### config.mk
export PLATFORM = sky130hd
export DESIGN_NAME = lcd_byte_sequencer
export DESIGN_NICKNAME = d
export VERILOG_FILES = /design/src/rtl/lcd_byte_sequencer.sv
export SDC_FILE = /design/constraint.sdc
export NUM_CORES = 1
export LEC_CHECK = 0
export CAP_MARGIN = 20
export CORE_MARGIN = 2
export CORE_UTILIZATION = 55
export DETAILED_ROUTE_END_ITERATION = 10
export HOLD_SLACK_MARGIN = 0.15
export MAX_ROUTING_LAYER = met4
export PLACE_DENSITY = 0.82
export SETUP_SLACK_MARGIN = 0.15
export SLEW_MARGIN = 20
export SYNTH_ARGS = -nofsm -noshare
export SYNTH_HDL_FRONTEND = slang
export SYNTH_SLANG_ARGS = --single-unit
### constraint.sdc
create_clock -name HCLK -period 3.6 [get_ports HCLK]
set_clock_uncertainty 0.2 [all_clocks]
set_input_delay 0.54 -clock HCLK [delete_from_list [all_inputs] [get_ports HCLK]]
set_output_delay 0.54 -clock HCLK [all_outputs]
set_load 0.02 [all_outputs]
### src/rtl/lcd_byte_sequencer.sv
// Feeds an HD44780 4-bit nibble writer: runs the power-on init sequence, then
// drains a host byte FIFO as high/low nibble pairs with controller execution delays.
`timescale 1ns/1ps
module lcd_byte_sequencer #(
  parameter int FIFO_DEPTH = 16,
  parameter int POR_CYCLES = 750000,
  parameter int INIT_GAP   = 205000,
  parameter int SHORT_GAP  = 5000,
  parameter int CMD_CYCLES = 2000,
  parameter int CLR_CYCLES = 82000,
  parameter int NIB_GAP    = 4
) (
  input  logic                          HCLK,
  input  logic                          HRESETn,
  input  logic                          in_valid,
  output logic                          in_ready,
  input  logic [7:0]                    in_byte,
  input  logic                          in_rs,
  output logic                          nib_valid,
  input  logic                          nib_ready,
  output logic [3:0]                    nib_data,
  output logic                          nib_rs,
  output logic                          init_done,
  output logic [$clog2(FIFO_DEPTH):0]   fifo_level
);

  localparam int AW = $clog2(FIFO_DEPTH);
  localparam int LW = AW + 1;

  function automatic int maxOf(input int a, input int b);
    return (a > b) ? a : b;
  endfunction

  localparam int MAX_DELAY = maxOf(maxOf(maxOf(POR_CYCLES, INIT_GAP), maxOf(SHORT_GAP, CMD_CYCLES + NIB_GAP)),
                                   CLR_CYCLES + NIB_GAP);
  localparam int TW = $clog2(MAX_DELAY + 1);

  typedef logic [TW-1:0] timer_t;

  localparam timer_t T_POR      = timer_t'(POR_CYCLES - 1);
  localparam timer_t T_NIB      = timer_t'(NIB_GAP);
  localparam timer_t T_CMD_POST = timer_t'(NIB_GAP + CMD_CYCLES);
  localparam timer_t T_CLR_POST = timer_t'(NIB_GAP + CLR_CYCLES);
  localparam logic [3:0] LAST_STEP = 4'd9;

  typedef enum logic [2:0] {
    POR_WAIT, INIT_NIB, INIT_WAIT, IDLE, SEND_HI, HI_GAP, SEND_LO, POST_WAIT
  } state_t;

  state_t        state_q, state_d;
  timer_t        timer_q, timer_d;
  logic [3:0]    step_q, step_d;
  logic [7:0]    hold_q, hold_d;
  logic          holdRs_q, holdRs_d;
  logic          initDone_q, initDone_d;
  logic          porArmed_q, porArmed_d;

  logic [8:0]    mem [FIFO_DEPTH];
  logic [AW-1:0] wrPtr_q, rdPtr_q;
  logic [LW-1:0] level_q, level_d;
  logic          inReady_q;
  logic          push, pop;

  // Steps 0..3 are the bare init nibbles, steps 4..8 the configuration bytes.
  function automatic timer_t initGap(input logic [3:0] s);
    case (s)
      4'd0:    return timer_t'(INIT_GAP);
      4'd1:    return timer_t'(SHORT_GAP);
      default: return timer_t'(CMD_CYCLES);
    endcase
  endfunction

  function automatic logic [7:0] initByte(input logic [3:0] s);
    case (s)
      4'd4:    return 8'h28;
      4'd5:    return 8'h08;
      4'd6:    return 8'h01;
      4'd7:    return 8'h06;
      default: return 8'h0C;
    endcase
  endfunction

  assign push = in_valid && inReady_q;

  always_comb begin
    level_d = level_q;
    case ({push, pop})
      2'b10:   level_d = level_q + LW'(1);
      2'b01:   level_d = level_q - LW'(1);
      default: level_d = level_q;
    endcase
  end

  always_ff @(posedge HCLK) begin
    if (push) mem[wrPtr_q] <= {in_rs, in_byte};
  end

  always_ff @(posedge HCLK or negedge HRESETn) begin
    if (!HRESETn) begin
      wrPtr_q   <= '0;
      rdPtr_q   <= '0;
      level_q   <= '0;
      inReady_q <= 1'b0;
    end else begin
      if (push) wrPtr_q <= wrPtr_q + AW'(1);
      if (pop)  rdPtr_q <= rdPtr_q + AW'(1);
      level_q   <= level_d;
      inReady_q <= (level_d != LW'(FIFO_DEPTH));
    end
  end

  always_ff @(posedge HCLK or negedge HRESETn) begin
    if (!HRESETn) begin
      state_q    <= POR_WAIT;
      timer_q    <= '0;
      step_q     <= '0;
      hold_q     <= '0;
      holdRs_q   <= 1'b0;
      initDone_q <= 1'b0;
      porArmed_q <= 1'b0;
    end else begin
      state_q    <= state_d;
      timer_q    <= timer_d;
      step_q     <= step_d;
      hold_q     <= hold_d;
      holdRs_q   <= holdRs_d;
      initDone_q <= initDone_d;
      porArmed_q <= porArmed_d;
    end
  end

  // Every wait state leaves on its last counted cycle, so a load of N gives N idle cycles.
  always_comb begin
    state_d    = state_q;
    timer_d    = timer_q;
    step_d     = step_q;
    hold_d     = hold_q;
    holdRs_d   = holdRs_q;
    initDone_d = initDone_q;
    porArmed_d = porArmed_q;
    pop        = 1'b0;
    case (state_q)
      POR_WAIT: begin
        if (!porArmed_q) begin
          porArmed_d = 1'b1;
          if (POR_CYCLES <= 1) state_d = INIT_NIB;
          else                 timer_d = T_POR;
        end else if (timer_q <= timer_t'(1)) begin
          state_d = INIT_NIB;
        end else begin
          timer_d = timer_q - timer_t'(1);
        end
      end
      INIT_NIB: begin
        if (nib_ready) begin
          timer_d = initGap(step_q);
          step_d  = step_q + 4'd1;
          state_d = INIT_WAIT;
        end
      end
      INIT_WAIT: begin
        if (timer_q <= timer_t'(1)) state_d = (step_q < 4'd4) ? INIT_NIB : IDLE;
        else                        timer_d = timer_q - timer_t'(1);
      end
      IDLE: begin
        if (initDone_q) begin
          if (level_q != '0) begin
            pop      = 1'b1;
            hold_d   = mem[rdPtr_q][7:0];
            holdRs_d = mem[rdPtr_q][8];
            state_d  = SEND_HI;
          end
        end else begin
          hold_d   = initByte(step_q);
          holdRs_d = 1'b0;
          step_d   = step_q + 4'd1;
          state_d  = SEND_HI;
        end
      end
      SEND_HI: begin
        if (nib_ready) begin
          timer_d = T_NIB;
          state_d = HI_GAP;
        end
      end
      HI_GAP: begin
        if (timer_q <= timer_t'(1)) state_d = SEND_LO;
        else                        timer_d = timer_q - timer_t'(1);
      end
      SEND_LO: begin
        if (nib_ready) begin
          // Clear display / return home run far longer than any other instruction.
          if (!holdRs_q && hold_q[7:2] == 6'd0 && hold_q != 8'd0) timer_d = T_CLR_POST;
          else                                                     timer_d = T_CMD_POST;
          state_d = POST_WAIT;
        end
      end
      POST_WAIT: begin
        if (timer_q <= timer_t'(1)) begin
          state_d = IDLE;
          if (!initDone_q && step_q == LAST_STEP) initDone_d = 1'b1;
        end else begin
          timer_d = timer_q - timer_t'(1);
        end
      end
      default: state_d = POR_WAIT;
    endcase
  end

  always_comb begin
    nib_valid = 1'b0;
    nib_data  = 4'h0;
    nib_rs    = 1'b0;
    case (state_q)
      INIT_NIB: begin
        nib_valid = 1'b1;
        nib_data  = (step_q == 4'd3) ? 4'h2 : 4'h3;
      end
      SEND_HI: begin
        nib_valid = 1'b1;
        nib_data  = hold_q[7:4];
        nib_rs    = holdRs_q;
      end
      SEND_LO: begin
        nib_valid = 1'b1;
        nib_data  = hold_q[3:0];
        nib_rs    = holdRs_q;
      end
      default: ;
    endcase
  end

  assign in_ready   = inReady_q;
  assign init_done  = initDone_q;
  assign fifo_level = level_q;

endmodule

# After elaboration in Yosys (flattened, before gate mapping)
# Memories as Yosys holds them, arrays and structs flattened.
# Index checks and enable logic that the tools add are counted.
dict set report classes {
  magnitude_cmp 2
  muxes 38
  add_sub_neg 6
  n_reduce_logical 21
  eq_ne 28
}
# op n
set ops {}
lappend ops {{$mux W20} 5}
lappend ops {{$pmux W20 S5} 1}
lappend ops {{$pmux W18 S2} 1}
lappend ops {{$mux W3} 10}
lappend ops {{$pmux W3 S8} 1}
lappend ops {{$pmux W6 S4} 1}
lappend ops {{$le A20 B1 Y1 const B} 1}
lappend ops {{$sub A20 B1 Y20 const B} 1}
lappend ops {{$ne A2 B2 Y1 const B} 9}
lappend ops {{$mux W17} 1}
lappend ops {{$eq A4 B3 Y1 const B} 4}
lappend ops {{$mux W8} 2}
lappend ops {{$add A4 B1 Y4 const B} 3}
lappend ops {{$eq A3 B3 Y1 const B} 4}
lappend ops {{$pmux W4 S3} 1}
lappend ops {{$mux W1} 10}
lappend ops {{$pmux W5 S2} 1}
lappend ops {{$reduce_bool A5 Y1} 2}
lappend ops {{$reduce_and A9 Y1} 1}
lappend ops {{$mux W4} 2}
lappend ops {{$pmux W4 S2} 1}
lappend ops {{$reduce_bool A8 Y1} 1}
lappend ops {{$eq A3 B2 Y1 const B} 2}
lappend ops {{$logic_not A6 Y1} 1}
lappend ops {{23 further kinds} 29}
dict set report totals {
  ff_bits 52
  mem_count 1
  ramBits 144
  in_bits 13
}
# memory depth word_bits read_ports rd_ports_with_merged_regs write_ports line
set memory_table {}
lappend memory_table {mem 16 9 1 0 1 58} ;# logic [8:0] mem [FIFO_DEPTH];

# Longest topological paths before layout
# Gate-level depths: netlist of run 1.
dict set report logic_depth {
  ltp_word 7
  depth_mapped 12
  ltp_nobuf 11
}

# Least setup slack after synthesis of run 1
# Ideal clock, no wire load.
dict set report synth_timing {
  path_kind {register to register}
  start {reg level_q[1], in the netlist fifo_level[1]}
  end {reg inReady_q, in the netlist in_ready}
  t_arrival_ps 3042
  period_less_slack_ps 3377
  required_time_ps 3266
  path_stages_with_launch 12
  setup_slack_ps 223
  setup_time_ps 134
  n_path_buf 0
  path_cell_list {dfrtp_1 nor4_1 a311oi_2 nand2_1 clkinv_1 ha_1 fa_1 a21o_1 a21oi_1 mux2i_1 xnor2_1 nand4bb_1}
}
dict set report synth_via {
  elab_chain_len 7
  elab_cells_between_ends 10
  classes_between {add/sub (2); eq/ne (3); mux (4); reduce/logical (1)}
}
# item line
set synth_lines {}
lappend synth_lines {{start: declaration} 60} ;# logic [LW-1:0] level_q, level_d;
lappend synth_lines {{start signal: assignment} 107} ;# level_q <= level_d;
lappend synth_lines {{$reduce_bool A5 Y1 (*)} 167} ;# if (level_q != '0) begin
lappend synth_lines {{$mux W1 (*)} 167}
lappend synth_lines {{$mux W1 (*)} 166} ;# if (initDone_q) begin
lappend synth_lines {{$mux W1 (*)} 142} ;# case (state_q)
lappend synth_lines {{via pop} 62} ;# logic push, pop;
lappend synth_lines {{$eq A2 B1 Y1 or $eq A2 B2 Y1 (tied branches)} 87} ;# case ({push, pop})
lappend synth_lines {{$pmux W5 S2 (*)} 87}
lappend synth_lines {{via level_d[4]} 60}
lappend synth_lines {{$ne A5 B5 Y1 (*)} 108} ;# inReady_q <= (level_d != LW'(FIFO_DEPTH));
lappend synth_lines {{end signal: assignment} 108}
lappend synth_lines {{end: declaration} 61} ;# logic inReady_q;
# Mark *: on every way through the listed nets, which the timed path passes. The rest lies on a longest branch.
# A chain may end at the register's enable or synchronous reset.

# Final worst setup path of run 1
dict set report layout_timing {
  start {reg state_q[0]}
  end {out nib_data[0]}
}
dict set report layout_via {
  elab_chain_len 2
  elab_cells_between_ends 4
  classes_between {eq/ne (3); mux (1)}
}
# item line
set layout_lines {}
lappend layout_lines {{start: declaration} 50} ;# state_t state_q, state_d;
lappend layout_lines {{start signal: assignment} 122} ;# state_q <= state_d;
lappend layout_lines {{$eq A3 B3 Y1 or $eq A3 B1 Y1 (tied branches)} 214} ;# case (state_q)
lappend layout_lines {{$pmux W4 S3 (*)} 214}
lappend layout_lines {{end: declaration} 21} ;# output logic [3:0] nib_data,
# Every way passes the cells marked *; elsewhere a longest branch is shown, timed or not.

==> results.py, run 1 <==
metrics = {
    "pwr": {
        "leakagePower_nw": 3.57,
        "power_density_nw_per_um2": 679,
        "ir_drop_mv": 0.531,
    },
    "synth": {
        "synth_fa_ha_area_share_pct": 2.32,
        "synthArstFlopShare_pct": 26.5,
        "ys_warn_count": 0,
        "synthCells": 633,
        "synth_edf_count": 144,
        "yosysSeqAreaShare_pct": 62.8,
        "syn_avg_cell_area_um2": 14.2,
        "yosys.area_share.simple_pct": 11.1,
        "syn_nets": 662,
        "synth-seq-cells": 196,
        "synth_area_um2": 8960,
        "synth_mux_area_share_pct": 11.3,
        "synth_top_family_by_area": "multiplexers",
        "synth_xor_area_share_pct": 1.27,
        "synth.distinct_cells": 68,
        "synth_ff_type": "edfxtp_1",
        "synth_compound_area_share_pct": 9.40,
    },
    "drt": {
        "wl_met3_um": 1020,
        "route.vias.total": 5837,
        "avgViaCountPerCell": 6.43,
        "wl_met1_um": 8080,
        "routed_wl_um": 21100,
        "drcViolationCount": 0,
        "drtIter0Drc": 687,
        "detail-route-antenna-nets": 0,
        "top_layer": "met4",
        "wl_met2_um": 11100,
        "wl_per_cell_um": 23.2,
        "firstDrtPassIters": 6,
    },
    "place": {
        "gp_congestion": 1.02,
        "dp.final_hpwl_um": 13500,
        "io_buffer_count": 25,
        "dp_cells": 874,
        "placed_cell_area_um2": 9600,
    },
    "clock_tree": {
        "cts_inserted_buffers": 17,
        "clockBufferDepth": 2,
        "cts_tree": "done",
        "h-tree-depth": 4,
        "path_clk_slew_ns": 0.08,
        "clock-sinks": 196,
        "clockRootBuffer": "clkbuf_16",
        "clk-insertion-delay-late_ns": 0.45,
    },
    "global_route": {
        "globalRoute.totalOverflow": 0,
        "grt_pass1_vias": 5979,
        "antenna_found_initial": 0,
        "grt_max_degree": 28,
        "grt_use_total_pct": 26.5,
        "grt_pass1_wl_um": 33600,
    },
    "layout": {
        "layout.nets": 708,
        "stdcell_count": 908,
        "final_cell_mix": "144 x edfxtp_1, 50 x dfrtp_1, 47 x nor2_1, 38 x nand2_1, 37 x mux4_2",
        "finalInstanceArea_um2": 10300,
        "syn_to_final_growth_pct": 14.4,
        "antenna_cells": 0,
        "fin_util_pct": 64.6,
        "drive_gt1_share_pct": 18.2,
        "layout_commonest_cell": "edfxtp_1",
    },
    "timing": {
        "setup_violations": 0,
        "rsz0062_at_grt": "false",
        "setup_tns_ns": 0,
        "period_minus_slack_ns": 3.27,
        "tightestPinTransition_ns": 1.09,
        "final.period_utilization_pct": 90.7,
        "max_freq_mhz": 306,
        "finalHoldViolCount": 0,
        "slew_headroom_pct": 27.6,
        "finalMaxSlewViolations": 0,
        "whs_ns": 0.337,
    },
    "worst_setup_path": {
        "critical_path_required_ns": 2.86,
        "critPathArrivalTime_ns": 2.53,
        "end_kind": "output port",
        "criticalPathCategory": "reg -> out",
        "critPathMaxFanout": 21,
        "cp-start-kind": "register",
    },
    "floorplanning": {
        "num_rows": 46,
        "die_x_um": 132,
        "fp.dieH_um": 132,
        "die-area_um2": 17300,
        "boundaryPins": 26,
        "start_util_pct": 56.4,
        "fp.coreArea_um2": 15900,
    },
    "hold_path": {
        "hold_path_class": "reg -> reg",
    },
    "run": {
        "cap_violations": 0,
    },
    "status": {
        "status": "finished clean",
    },
}
[repair_timing]
item / in CTS / in global routing
hold buffers: 1 / 0
buffers inserted: 0 / 1
endpoints found under the setup margin: 1 / 5
endpoints found under the hold margin: 26 / 0
resized for setup: 1 / 6
gates cloned: 0 / 0
pin swaps: 0 / 1
[worst max-delay path, cell delays in order (launching register included)]
cell and delay [ns]:
dfrtp_1 0.39, buf_4 0.20, nand2b_1 0.27, nor2_1 0.32, nand2_1 0.09, o21ai_0 0.14, clkdlybuf4s50_1 0.67
[worst paths after layout]
path	slack, ns	startpoint	end	depth (start not counted)
hold / removal	0.34	timer_q[1]	timer_q[1]	1
hold reg to reg	0.34	timer_q[1]	timer_q[1]	1
min in group asynchronous	0.44	HRESETn	timer_q[6]	2
setup / recovery	0.33	state_q[0]	nib_data[0]	6
max in group asynchronous	1.98	HRESETn	fifo_level[1]	3
setup reg to reg	0.44	fifo_level[1]	in_ready	12
[final cells by class]
type | instances | area, um^2
Inverter | 14 | 52.6
Timing Repair Buffer | 57 | 500
Fill cell | 1103 | 5630
Sequential cell | 196 | 5630
Clock buffer | 18 | 429
Tap cell | 216 | 270
Multi-Input combinational cell | 393 | 3200
Clock inverter | 14 | 179
[metal layers]
layer  vias to the layer above  track usage [%]
li1                       2578                -
met5                         -                -
met3                        71             4.48
met4                         0             13.0
met1                      2946             30.8
met2                       242             45.1
[sequential cells by signal (all words and copies together) (netlist names), 3 cells and up]
signal      cells
rdPtr_q         4
fifo_level      5
hold_q          8
step_q          4
timer_q        20
state_q         3
wrPtr_q         4
mem           144
[cell families after synthesis]
family / count (synthesis)
XOR/XNOR: 13
flip-flops: 196
AND/OR/NAND/NOR: 189
buffers and inverters: 44
multiplexers: 54
AO/OA/AOI/OAI: 121
adder cells (fa/ha/maj): 16
[stage by stage]
| step | total power, mW | setup slack, ns |
|---|---|---|
| 2_1_floorplan | 4.36 | 0.223 |
| 3_3_place_gp | 4.86 | 0.349 |
| 3_5_place_dp | 4.97 | 0.174 |
| 4_1_cts | 6.92 | 0.197 |
| 5_1_grt | 7.28 | 0.166 |
| 6_report | 6.96 | 0.335 |
[where the power goes]
group / switching (mW) / internal [mW] / leakage, nW
combinational: 1.17 / 0.759 / 1.33
clock: 0.949 / 1.00 / 0.289
sequential: 0.293 / 2.79 / 1.95
total: 2.41 / 4.55 / 3.57
[cells in the mapped netlist, types with 6 or more instances]
| master | n | area [um^2] |
|---|---|---|
| dfrtp_1 | 52 | 1300 |
| edfxtp_1 | 144 | 4320 |
| nand3_1 | 15 | 75.1 |
| a22o_1 | 6 | 52.6 |
| mux4_2 | 37 | 833 |
| nand2b_1 | 11 | 68.8 |
| nor3_1 | 18 | 90.1 |
| inv_1 | 13 | 48.8 |
| nand4_1 | 8 | 50.1 |
| xnor2_1 | 12 | 105 |
| mux2i_1 | 13 | 130 |
| a211oi_1 | 8 | 60.1 |
| clkbuf_1 | 21 | 78.8 |
| o211ai_1 | 11 | 82.6 |
| nand2_1 | 39 | 146 |
| a21oi_1 | 29 | 145 |
| nor2b_1 | 12 | 75.1 |
| o21ai_0 | 20 | 100 |
| nor2_1 | 47 | 176 |
| ha_1 | 15 | 188 |
Power figures use the tool's default switching activity.
==> inputs of run 2 (changes only) <==
CORE_MARGIN = default   (was 2)
==> run 2 against run 1 <==
Critical path depth unchanged. Wire length decreased by 4.1%. Fmax is 1.3% lower. Hold slack gained 0.0029 ns. Setup slack got worse by 0.042 ns. Critical path type unchanged. Critical endpoint unchanged. Largest cell class unchanged.
==> results.py, run 2 (synthesized netlist as in run 1, its figures left out) <==
metrics = {
    "worst_setup_path": {
        "rr_worst_depth": 12,
        "r2r_start": "fifo_level[1]",
        "reg2reg_to": "in_ready",
        "critPathArrivalTime_ns": 2.57,
        "critPathMaxFanout": 21,
        "end_kind": "output port",
        "cp-startpoint": "state_q[0]",
        "cp-start-kind": "register",
        "criticalPathCategory": "reg -> out",
        "critical_path_required_ns": 2.86,
        "reg2reg_slack_ns": 0.41,
    },
    "floorplanning": {
        "boundaryPins": 26,
        "die_x_um": 130,
        "start_util_pct": 56.4,
        "num_rows": 46,
        "die-area_um2": 16800,
        "fp.coreArea_um2": 15900,
        "fp.dieH_um": 130,
    },
    "drt": {
        "drcViolationCount": 0,
        "drtIter0Drc": 565,
        "detail-route-antenna-nets": 0,
        "wl_per_cell_um": 22.3,
        "routed_wl_um": 20200,
        "route.vias.total": 5766,
        "firstDrtPassIters": 5,
        "avgViaCountPerCell": 6.35,
    },
    "status": {
        "status": "finished clean",
    },
    "layout": {
        "layout.nets": 708,
        "layout_commonest_cell": "edfxtp_1",
        "top_register": "mem",
        "largest_register_ffs": 144,
        "multiInputGateArea_um2": 3190,
        "largestRegisters": "mem x144, timer_q x20, hold_q x8",
        "final_cell_mix": "144 x edfxtp_1, 51 x dfrtp_1, 47 x nor2_1, 38 x nand2_1, 37 x mux4_2",
        "antenna_cells": 0,
        "syn_to_final_growth_pct": 14.6,
        "fill_cells": 1120,
        "finalInstanceArea_um2": 10300,
        "regArea_um2": 5630,
        "drive_gt1_share_pct": 18.1,
    },
    "global_route": {
        "antenna_found_initial": 0,
        "grt_pass1_wl_um": 31900,
        "grt_use_total_pct": 27.0,
        "grt_max_degree": 28,
        "grt_pass1_vias": 5774,
        "globalRoute.totalOverflow": 0,
    },
    "timing": {
        "slew_headroom_pct": 27.4,
        "max_freq_mhz": 302,
        "setup_violations": 0,
        "rsz0062_at_grt": "false",
        "final.period_utilization_pct": 91.9,
        "finalMaxSlewViolations": 0,
        "finalHoldViolCount": 0,
        "period_minus_slack_ns": 3.31,
        "tightestPinTransition_ns": 1.09,
        "setup_tns_ns": 0,
    },
    "clock_tree": {
        "clockBufferDepth": 2,
        "cts_inserted_buffers": 17,
        "clockRootBuffer": "clkbuf_16",
        "h-tree-depth": 4,
        "clk-insertion-delay-late_ns": 0.45,
        "path_clk_slew_ns": 0.09,
        "postCtsSetupBuffers": 0,
        "cts_tree": "done",
        "clock-sinks": 196,
    },
    "run": {
        "cap_violations": 0,
    },
    "hold_path": {
        "hold_path.startpoint": "timer_q[10]",
        "min_to": "timer_q[10]",
        "hold_path_class": "reg -> reg",
        "holdPathStages": 2,
    },
    "place": {
        "dp.final_hpwl_um": 13600,
        "placed_cell_area_um2": 9590,
        "io_buffer_count": 25,
        "gp_congestion": 0.958,
    },
    "pwr": {
        "power_density_nw_per_um2": 682,
        "ir_drop_mv": 0.494,
        "leakagePower_nw": 3.58,
    },
}
[run 2: changes by cell type in the layout (fill, tap and decap cells not counted), sizes merged]
cell	before	now
clkbuf	18	17
clkinv	5	4
bufinv	1	0
inv	20	25
clkinvlp	2	0
[run 2: area by class of cell]
cell class | count | area share (%)
clock inverter | 15 | 2.10
inverter | 14 | 0.512
tap | 216 | 2.63
timing repair buffer | 57 | 4.75
clock buffer | 17 | 4.14
multi-input combinational | 393 | 31.1
sequential | 196 | 54.8
[run 2: critical path: stages (launching register included)]
cell	delay, ns
dfrtp_1	0.39
buf_4	0.21
nand2b_1	0.28
nor2_1	0.36
nand2_1	0.09
o21ai_0	0.13
clkdlybuf4s50_1	0.66
[run 2: power breakdown]
| part | switching [mW] | internal [mW] | leakage [nW] |
|---|---|---|---|
| logic | 1.15 | 0.757 | 1.33 |
| registers | 0.282 | 2.79 | 1.95 |
| clock network | 1.04 | 0.988 | 0.309 |
| total | 2.47 | 4.53 | 3.58 |
[run 2: how the worst max path moves through the flow]
stage / to / slack [ns] / cells past startpoint
3_3_place_gp: in_ready / 0.36 / 12
2_1_floorplan: in_ready / 0.22 / 11
3_5_place_dp: in_ready / 0.18 / 12
5_1_grt: nib_data[0] / 0.17 / 5
6_report: nib_data[0] / 0.29 / 6
4_1_cts: in_ready / 0.15 / 12
[run 2: repair_timing]
item	in CTS	in global routing
endpoints found under the hold margin	25	0
gates resized for setup	0	5
endpoints found under the setup margin	0	5
hold buffers	1	0
[run 2: metal layers]
layer / share of wire (%) / GRT usage, %
met2: 52 / 44.0
met1: 38 / 31.8
met5: 0 / -
met3: 6.5 / 5.24
met4: 4.1 / 14.7
[run 2: per-stage QoR]
stage	utilization [%]	power (mW)	cells	hold WS (ns)	setup slack, ns
2_1_floorplan	-	4.36	633	0.0444	0.223
3_3_place_gp	60.4	4.85	875	0.309	0.358
3_5_place_dp	60.4	4.97	875	0.319	0.185
4_1_cts	64.5	6.99	908	0.339	0.154
5_1_grt	64.6	7.34	908	0.373	0.170
6_report	64.6	7.00	908	0.340	0.293
==> inputs of run 3 (changes only) <==
HOLD_SLACK_MARGIN = default   (was 0.15)
==> results of run 3 <==
No change in the layout: final DEF, timing and power equal those of run 2.
